### src/rtl/shift_frame_receiver_if.sv
// Parallel-side and serial-side signals of the frame receiver, bundled as one port.
// The master drives the line and the acknowledge; the slave is the receiver itself.
interface shift_frame_receiver_if #(
   parameter int WIDTH = 4
);
   logic             serial_in;
   logic             bit_en;
   logic             rd_ack;
   logic [WIDTH-1:0] data_out;
   logic             data_valid;
   logic             frame_err;
   logic             parity_err;
   logic             overrun;
   logic             busy;

   modport master (
      output serial_in, bit_en, rd_ack,
      input  data_out, data_valid, frame_err, parity_err, overrun, busy
   );

   modport slave (
      input  serial_in, bit_en, rd_ack,
      output data_out, data_valid, frame_err, parity_err, overrun, busy
   );
endinterface

### src/rtl/shift_frame_receiver.sv
// Serial-in/parallel-out frame receiver: start bit, WIDTH data bits LSB-first, optional
// parity bit, stop bit; the word is held for a valid/ack consumer with sticky error flags.
module shift_frame_receiver #(
   parameter int WIDTH  = 4,
   parameter int PARITY = 0
) (
   input  logic                  clk,
   input  logic                  clear,
   shift_frame_receiver_if.slave bus
);
   localparam int              CNT_W = $clog2(WIDTH + 1);
   localparam logic [CNT_W-1:0] LAST = CNT_W'(WIDTH - 1);
   localparam logic            ODD   = (PARITY == 2);

   typedef enum logic [2:0] {IDLE, DATA, PAR, STOP, BRK} state_t;

   state_t           state_q, state_d;
   logic [WIDTH-1:0] shift_q, shift_d;
   logic [CNT_W-1:0] cnt_q, cnt_d;
   logic             par_pend_q, par_pend_d;
   logic [WIDTH-1:0] data_out_q, data_out_d;
   logic             data_valid_q, data_valid_d;
   logic             frame_err_q, frame_err_d;
   logic             parity_err_q, parity_err_d;
   logic             overrun_q, overrun_d;

   always_comb begin
      state_d      = state_q;
      shift_d      = shift_q;
      cnt_d        = cnt_q;
      par_pend_d   = par_pend_q;
      data_out_d   = data_out_q;
      data_valid_d = data_valid_q;
      frame_err_d  = frame_err_q;
      parity_err_d = parity_err_q;
      overrun_d    = overrun_q;

      if (bus.rd_ack) begin
         data_valid_d = 1'b0;
         frame_err_d  = 1'b0;
         parity_err_d = 1'b0;
         overrun_d    = 1'b0;
      end

      if (bus.bit_en) begin
         unique case (state_q)
            IDLE: begin
               if (!bus.serial_in) begin
                  state_d    = DATA;
                  cnt_d      = '0;
                  par_pend_d = 1'b0;
               end
            end
            DATA: begin
               shift_d = {bus.serial_in, shift_q[WIDTH-1:1]};
               cnt_d   = cnt_q + 1'b1;
               if (cnt_q == LAST) begin
                  state_d = (PARITY != 0) ? PAR : STOP;
               end
            end
            PAR: begin
               par_pend_d = bus.serial_in ^ (^shift_q) ^ ODD;
               state_d    = STOP;
            end
            STOP: begin
               // Flags were already cleared above if rd_ack coincides, so OR-ing here
               // leaves only this word's errors and treats the old word as consumed.
               data_out_d   = shift_q;
               data_valid_d = 1'b1;
               overrun_d    = overrun_d | (data_valid_q & ~bus.rd_ack);
               frame_err_d  = frame_err_d | ~bus.serial_in;
               parity_err_d = parity_err_d | par_pend_q;
               state_d      = bus.serial_in ? IDLE : BRK;
            end
            BRK: begin
               if (bus.serial_in) begin
                  state_d = IDLE;
               end
            end
            default: state_d = IDLE;
         endcase
      end
   end

   always_ff @(posedge clk or negedge clear) begin
      if (!clear) begin
         state_q      <= IDLE;
         shift_q      <= '0;
         cnt_q        <= '0;
         par_pend_q   <= 1'b0;
         data_out_q   <= '0;
         data_valid_q <= 1'b0;
         frame_err_q  <= 1'b0;
         parity_err_q <= 1'b0;
         overrun_q    <= 1'b0;
      end else begin
         state_q      <= state_d;
         shift_q      <= shift_d;
         cnt_q        <= cnt_d;
         par_pend_q   <= par_pend_d;
         data_out_q   <= data_out_d;
         data_valid_q <= data_valid_d;
         frame_err_q  <= frame_err_d;
         parity_err_q <= parity_err_d;
         overrun_q    <= overrun_d;
      end
   end

   assign bus.data_out   = data_out_q;
   assign bus.data_valid = data_valid_q;
   assign bus.frame_err  = frame_err_q;
   assign bus.parity_err = parity_err_q;
   assign bus.overrun    = overrun_q;
   assign bus.busy       = (state_q != IDLE);
endmodule

### src/flat_wrapper.sv
// flat-port wrapper written by rule: the top's interface ports become plain ports
module shift_frame_receiver_flat 
#(
   parameter int WIDTH  = 4,
   parameter int PARITY = 0
)
  (clk, clear, bus_serial_in, bus_bit_en, bus_rd_ack, bus_data_out, bus_data_valid, bus_frame_err, bus_parity_err, bus_overrun, bus_busy);
  shift_frame_receiver_if #(.WIDTH(WIDTH)) bus_i ();
  input  logic clk;
  input  logic clear;
  input wire logic [$bits(bus_i.serial_in)-1:0] bus_serial_in;
  input wire logic [$bits(bus_i.bit_en)-1:0] bus_bit_en;
  input wire logic [$bits(bus_i.rd_ack)-1:0] bus_rd_ack;
  output wire logic [$bits(bus_i.data_out)-1:0] bus_data_out;
  output wire logic [$bits(bus_i.data_valid)-1:0] bus_data_valid;
  output wire logic [$bits(bus_i.frame_err)-1:0] bus_frame_err;
  output wire logic [$bits(bus_i.parity_err)-1:0] bus_parity_err;
  output wire logic [$bits(bus_i.overrun)-1:0] bus_overrun;
  output wire logic [$bits(bus_i.busy)-1:0] bus_busy;
  assign bus_i.serial_in = bus_serial_in;
  assign bus_i.bit_en = bus_bit_en;
  assign bus_i.rd_ack = bus_rd_ack;
  assign bus_data_out = bus_i.data_out;
  assign bus_data_valid = bus_i.data_valid;
  assign bus_frame_err = bus_i.frame_err;
  assign bus_parity_err = bus_i.parity_err;
  assign bus_overrun = bus_i.overrun;
  assign bus_busy = bus_i.busy;
  shift_frame_receiver #(.WIDTH(WIDTH), .PARITY(PARITY)) u_core (.clk(clk), .clear(clear), .bus(bus_i));
endmodule
### config.mk
export PLATFORM = sky130hd
export DESIGN_NAME = shift_frame_receiver_flat
export DESIGN_NICKNAME = d
export VERILOG_FILES = /design/src/rtl/shift_frame_receiver_if.sv /design/src/rtl/shift_frame_receiver.sv /design/src/flat_wrapper.sv
export SDC_FILE = /design/constraint.sdc
export NUM_CORES = 1
export LEC_CHECK = 0
export BUFFER_PORTS_ARGS = -buffer_cell sky130_fd_sc_hd__buf_4
export CORE_UTILIZATION = 45
export CTS_CLUSTER_DIAMETER = 40
export CTS_CLUSTER_SIZE = 14
export DETAILED_ROUTE_END_ITERATION = 7
export PLACE_DENSITY_LB_ADDON = 0.05
export SYNTH_ARGS = -nofsm -noshare
export SYNTH_HDL_FRONTEND = slang
export SYNTH_SLANG_ARGS = --single-unit
### constraint.sdc
create_clock -name clk -period 3.29 [get_ports clk]
set_input_delay 0.658 -clock clk [delete_from_list [all_inputs] [get_ports clk]]
set_output_delay 0.658 -clock clk [all_outputs]
set_load 0.01 [all_outputs]
* After elaboration in Yosys (flattened, before gate mapping) *
Index checks and enable logic that the tools add are counted.

storage, ports and cells
  bits in registers = 19
  bits in latches = 0
  bits in writable memories = 0
  bits in read-only memories = 0
  bits of input ports = 5
  output and inout bits = 9
  logic and storage cells = 56
  memories = 0

cells by class
  add/sub/neg operators = 1
  multipliers = 0
  divide/modulo/power cells = 0
  magnitude comparators = 0
  equal/unequal tests = 8
  shifts and indexed selects = 0
  muxes and demuxes = 21
  bitwise logic cells = 7
  reduce and logical (&&, ||, !) cells = 10

operator list
  kind                 number
  $mux 3               5
  $pmux 3 s5           1
  $mux 1               13
  $eq 3x2->1 const B   3
  $pmux 3 s2           1
  $reduce_and 3->1     2
  $ne 2x2->1 const B   2
  $reduce_and 2->1     2
  $reduce_and 4->1     1
  $reduce_bool 2->1    2
  $reduce_xor 4->1     1
  $add 3x1->3 const B  1
  $eq 3x1->1 const B   1
  $eq 3x3->1 const B   1
  $logic_not 3->1      1
  $or 1x1->1           3
  $reduce_bool 3->1    1
  $ne 2x1->1 const B   1
  $not 1->1            2
  $pmux 1 s2           1
  $and 1x1->1          1
  $xor 1x1->1          1

* Logic depth before layout (Yosys ltp) *
  depth after elaboration = 5
  mapped depth = 5
  gate-level depth less buffers = 4

* Least setup slack after synthesis *
Ideal clock, no wire load.

  path kind = input port to flip-flop
  start point = in bus_bit_en
  end point = reg u_core.shift_q[0]
  setup time = 125 ps
  arrival = 1,474 ps
  data required time = 3,165 ps
  path slack = 1,691 ps
  stages = 5
  path buffers = 2
  path through = buf_6 > nor3b_2 > and2_1 > buf_6 > mux2_4

on the way
  word-level cells in the longest chain between the ends = 1

RTL lines
  element                            line                        RTL
  from (decl)                        flat_wrapper.sv:12          input wire logic [$bits(bus_i.bit_en)-1:0] bus_bit_en;
  $reduce_and 2->1 (no source line)  -
  to (signal assigned)               shift_frame_receiver.sv:98  shift_q <= shift_d;
  to (decl)                          shift_frame_receiver.sv:18  logic [WIDTH-1:0] shift_q, shift_d;

Every way passes these cells.
A chain may end at the register's enable or synchronous reset.

* Worst setup path after layout *
  start point = reg u_core.state_q[1]
  end point = out bus_busy

on the way
  word-level cells in the longest chain between the ends = 1

RTL lines
  element                 line                         RTL
  from (decl)             shift_frame_receiver.sv:17   state_t state_q, state_d;
  from (signal assigned)  shift_frame_receiver.sv:97   state_q <= state_d;
  $reduce_bool 3->1       shift_frame_receiver.sv:114  assign bus.busy = (state_q != IDLE);
  to (decl)               flat_wrapper.sv:19           output wire logic [$bits(bus_i.busy)-1:0] bus_busy;

Every way passes these cells.

==> impl_metrics.csv <==
group,metric,value,unit
clocking,cts_tree,"done",
timing,tns,0,ns
timing,setup_viol,0,
clocking,htreeDepth,1,
worst_setup_path,r2r_start,"u_core.state_q[1]",
route,antenna_left,0,
final_layout,n_antenna_cell,0,
timing,clock_skew,0.00155,ns
logic_synthesis,syn_inst,77,
worst_setup_path,slowest_delay,0.49,ns
placed_design,pre_cts_ws,1.49,ns
min_path,holdCritPathClass,"in -> async",
clocking,cts_num_sinks,19,
clocking,root_buffer,"clkbuf_4",
logic_synthesis,synth.avg_cell_area,11.5,um^2
power_and_ir_drop,swShare,0.341,
global_routing,grt_pass1_wl,2.41,mm
worst_setup_path,endpoint_kind,"output port",
final_layout,multi_input_area,350,um^2
timing,grt_setup_unrepaired,"false",
route,via_per_inst,4.94,
worst_setup_path,worstPathRequired,2.63,ns
final_layout,seq_area,475,um^2
placed_design,dp_hpwl,1.09,mm
placed_design,dp_cells,111,
clocking,path_clk_slew,0.10,ns
floorplanning,die_w,46.3,um
global_routing,grt_pass1_vias,539,
timing,hold_violations,0,
timing,finalMaxSlewViolations,0,
global_routing,grtUsageTotal,0.165,
power_and_ir_drop,vdd_drop_max,0.457,mV
job,maxCapViolCount,0,
worst_setup_path,path_class,"reg -> out",
final_layout,n_fill_cell,153,
timing,fin_crit_sh,0.601,
timing,slew_headroom,0.745,
worst_setup_path,path_max_fanout,9,
global_routing,grt_max_degree,20,
timing,worst_pin_slew,0.383,ns
timing,fmax,0.505,GHz
floorplanning,dieArea,2150,um^2
placed_design,place_congestion,0.712,
route,drt_iter0_drc,8,
power_and_ir_drop,p_per_area,875,nW/um^2
power_and_ir_drop,p_leak,0.514,nW
logic_synthesis,synth-warning-count,0,
worst_setup_path,r2r_end,"u_core.shift_q[1]",
worst_setup_path,r2r_slack,1.77,ns
route,drc,0,
logic_synthesis,synthTopCellsByArea,"dfrtp_1 (54%), mux2_4 (6.8%), nand2_1 (5.5%)",
logic_synthesis,syn_area,885,um^2
run_status,status,"finished clean",
global_routing,overflow,0,
route,wl,1.46,mm
floorplanning,die_h,46.3,um
final_layout,layout-drive-gt1-share,0.256,
power_and_ir_drop,pwr-share-comb,0.404,
clocking,cts_resized,0,
route,wl_per_cell,12.7,um
route,drtPass1Iterations,3,
worst_setup_path,startpoint_type,"register",
floorplanning,ioPinCount,14,
worst_setup_path,ff2ff_path_depth,3,
power_and_ir_drop,p_sw,0.301,mW
worst_setup_path,slowest_stage,"dfrtp_1",
power_and_ir_drop,power.share.clock,0.129,
clocking,clk_latency,0.29,ns
worst_setup_path,worstPathCellList,"or3_1 -> buf_4",
timing,period_needed,1.98,ns
power_and_ir_drop,p_seq_frac,0.467,
clocking,ctsLongestPathBuffers,2,
worst_setup_path,critPathArrivalTime,1.32,ns
clocking,hold_buffers,0,
logic_synthesis,synth_top_cell_area_share,0.537,
final_layout,final-instance-count-excl-fill,115,
final_layout,area_delta_synth_final,14.0,%
logic_synthesis,synth-seq-cells,19,
timing,setup_ws,1.31,ns
floorplanning,core_area,1780,um^2
logic_synthesis,synth_cell_type_count,26,
logic_synthesis,ys_seq_area_frac,0.537,
final_layout,post-route-util,0.566,
route,vias,568,
clocking,postCtsSetupRepairBufs,0,
timing,holdWs,0.219,ns
power_and_ir_drop,internal_power,0.581,mW
global_routing,antenna_found_initial,0,
placed_design,portBuffers,13,
clocking,numCtsBuffers,3,
final_layout,final_nets,98,
logic_synthesis,synth_area_leader_cell,"dfrtp_1",
floorplanning,row_count,15,
logic_synthesis,syn_nets,84,
floorplanning,initial_core_util,0.496,
## final cells by class
type                    count  area share
clock buffers               3      0.0223
clock inverters             1     0.00496
inverters                   7      0.0261
multi-input cells          47       0.347
flip-flops and latches     19       0.471
well taps                  25      0.0310
repair buffers             13      0.0968
## synth_stat cells
cell	number
nor2_1	1
xor2_1	1
or2b_1	1
o22ai_1	2
o21ai_0	4
nor3b_2	1
nand4b_1	1
and4b_1	1
xnor2_1	1
mux2_2	1
nand2_1	13
and2_1	1
inv_1	7
a22o_1	3
nor3b_1	1
ha_1	2
dfrtp_1	19
buf_6	2
or3_1	1
o31ai_1	1
a21oi_1	4
mux2_4	4
buf_2	2
a31o_1	1
xnor3_1	1
a21o_1	1
## per-layer routing
layer	GRT usage	part of all wire	vias to the layer above	wire [um]
met5	0	0	-	0
met2	0.247	0.48	9	701
met4	0.0882	0.0082	0	12
met1	0.229	0.48	268	695
met3	0.0235	0.036	2	53
li1	-	-	289	-
## stage by stage
| stage | cell area, um^2 | power, mW |
|---|---|---|
| finish | 1010 | 0.882 |
| global placement | 981 | 0.769 |
| global route | 1010 | 0.955 |
| CTS | 1010 | 0.898 |
| floorplan | 885 | 0.683 |
| detailed placement | 981 | 0.783 |
## power groups by stage
stage               clock network, mW  registers (mW)  logic (mW)
global placement                    0           0.412       0.357
CTS                             0.120           0.414       0.364
global route                    0.127           0.429       0.400
detailed placement                  0           0.419       0.364
finish                          0.114           0.412       0.356
floorplan                           0           0.396       0.288
## cells in the final DEF, fill, tap and decap left out, drive strengths merged, types with 3 or more instances in the layout
cell type  instances
inv                7
clkbuf             3
nand2             13
dfrtp             19
a22o               3
a21oi              4
o21ai              4
mux2               5
buf               13
## cells by family (layout without fill, tap and decap cells)
family | Yosys count | in the layout | synth area share
and+or+nand+nor | 21 | 21 | 0.126
DFF | 19 | 19 | 0.537
AOI/OAI and AO/OA | 16 | 16 | 0.116
buffers and inverters | 11 | 24 | 0.0665
muxes | 5 | 5 | 0.0806
xor gates and xnor gates | 3 | 3 | 0.0453
adders and majority gates | 2 | 2 | 0.0283
## sequential cells by signal, indices dropped and copies added, names as in the netlist
name,flops
u_core.cnt_q,3
u_core.shift_q,4
u_core.bus.data_out,4
u_core.bus.data_valid,1
u_core.state_q,3
u_core.par_pend_q,1
u_core.bus.parity_err,1
u_core.bus.frame_err,1
u_core.bus.overrun,1
## worst max-delay path, delay by kind of cell, from the launching register on
family | cells | cell delay, ns
DFF | 1 | 0.49
and+or+nand+nor | 1 | 0.40
buffers and inverters | 1 | 0.15
## worst max path at each step
stage                                 start           endpoint  slack, ns
after floorplan                  bus_bit_en  u_core.shift_q[0]       1.69
after global placement           bus_bit_en  u_core.shift_q[0]       1.52
after detailed placement         bus_bit_en  u_core.shift_q[1]       1.49
after CTS                 u_core.state_q[1]           bus_busy       1.30
after global routing      u_core.state_q[1]           bus_busy       1.27
final                     u_core.state_q[1]           bus_busy       1.31
Note: power is estimated with default switching activity, not from simulation.
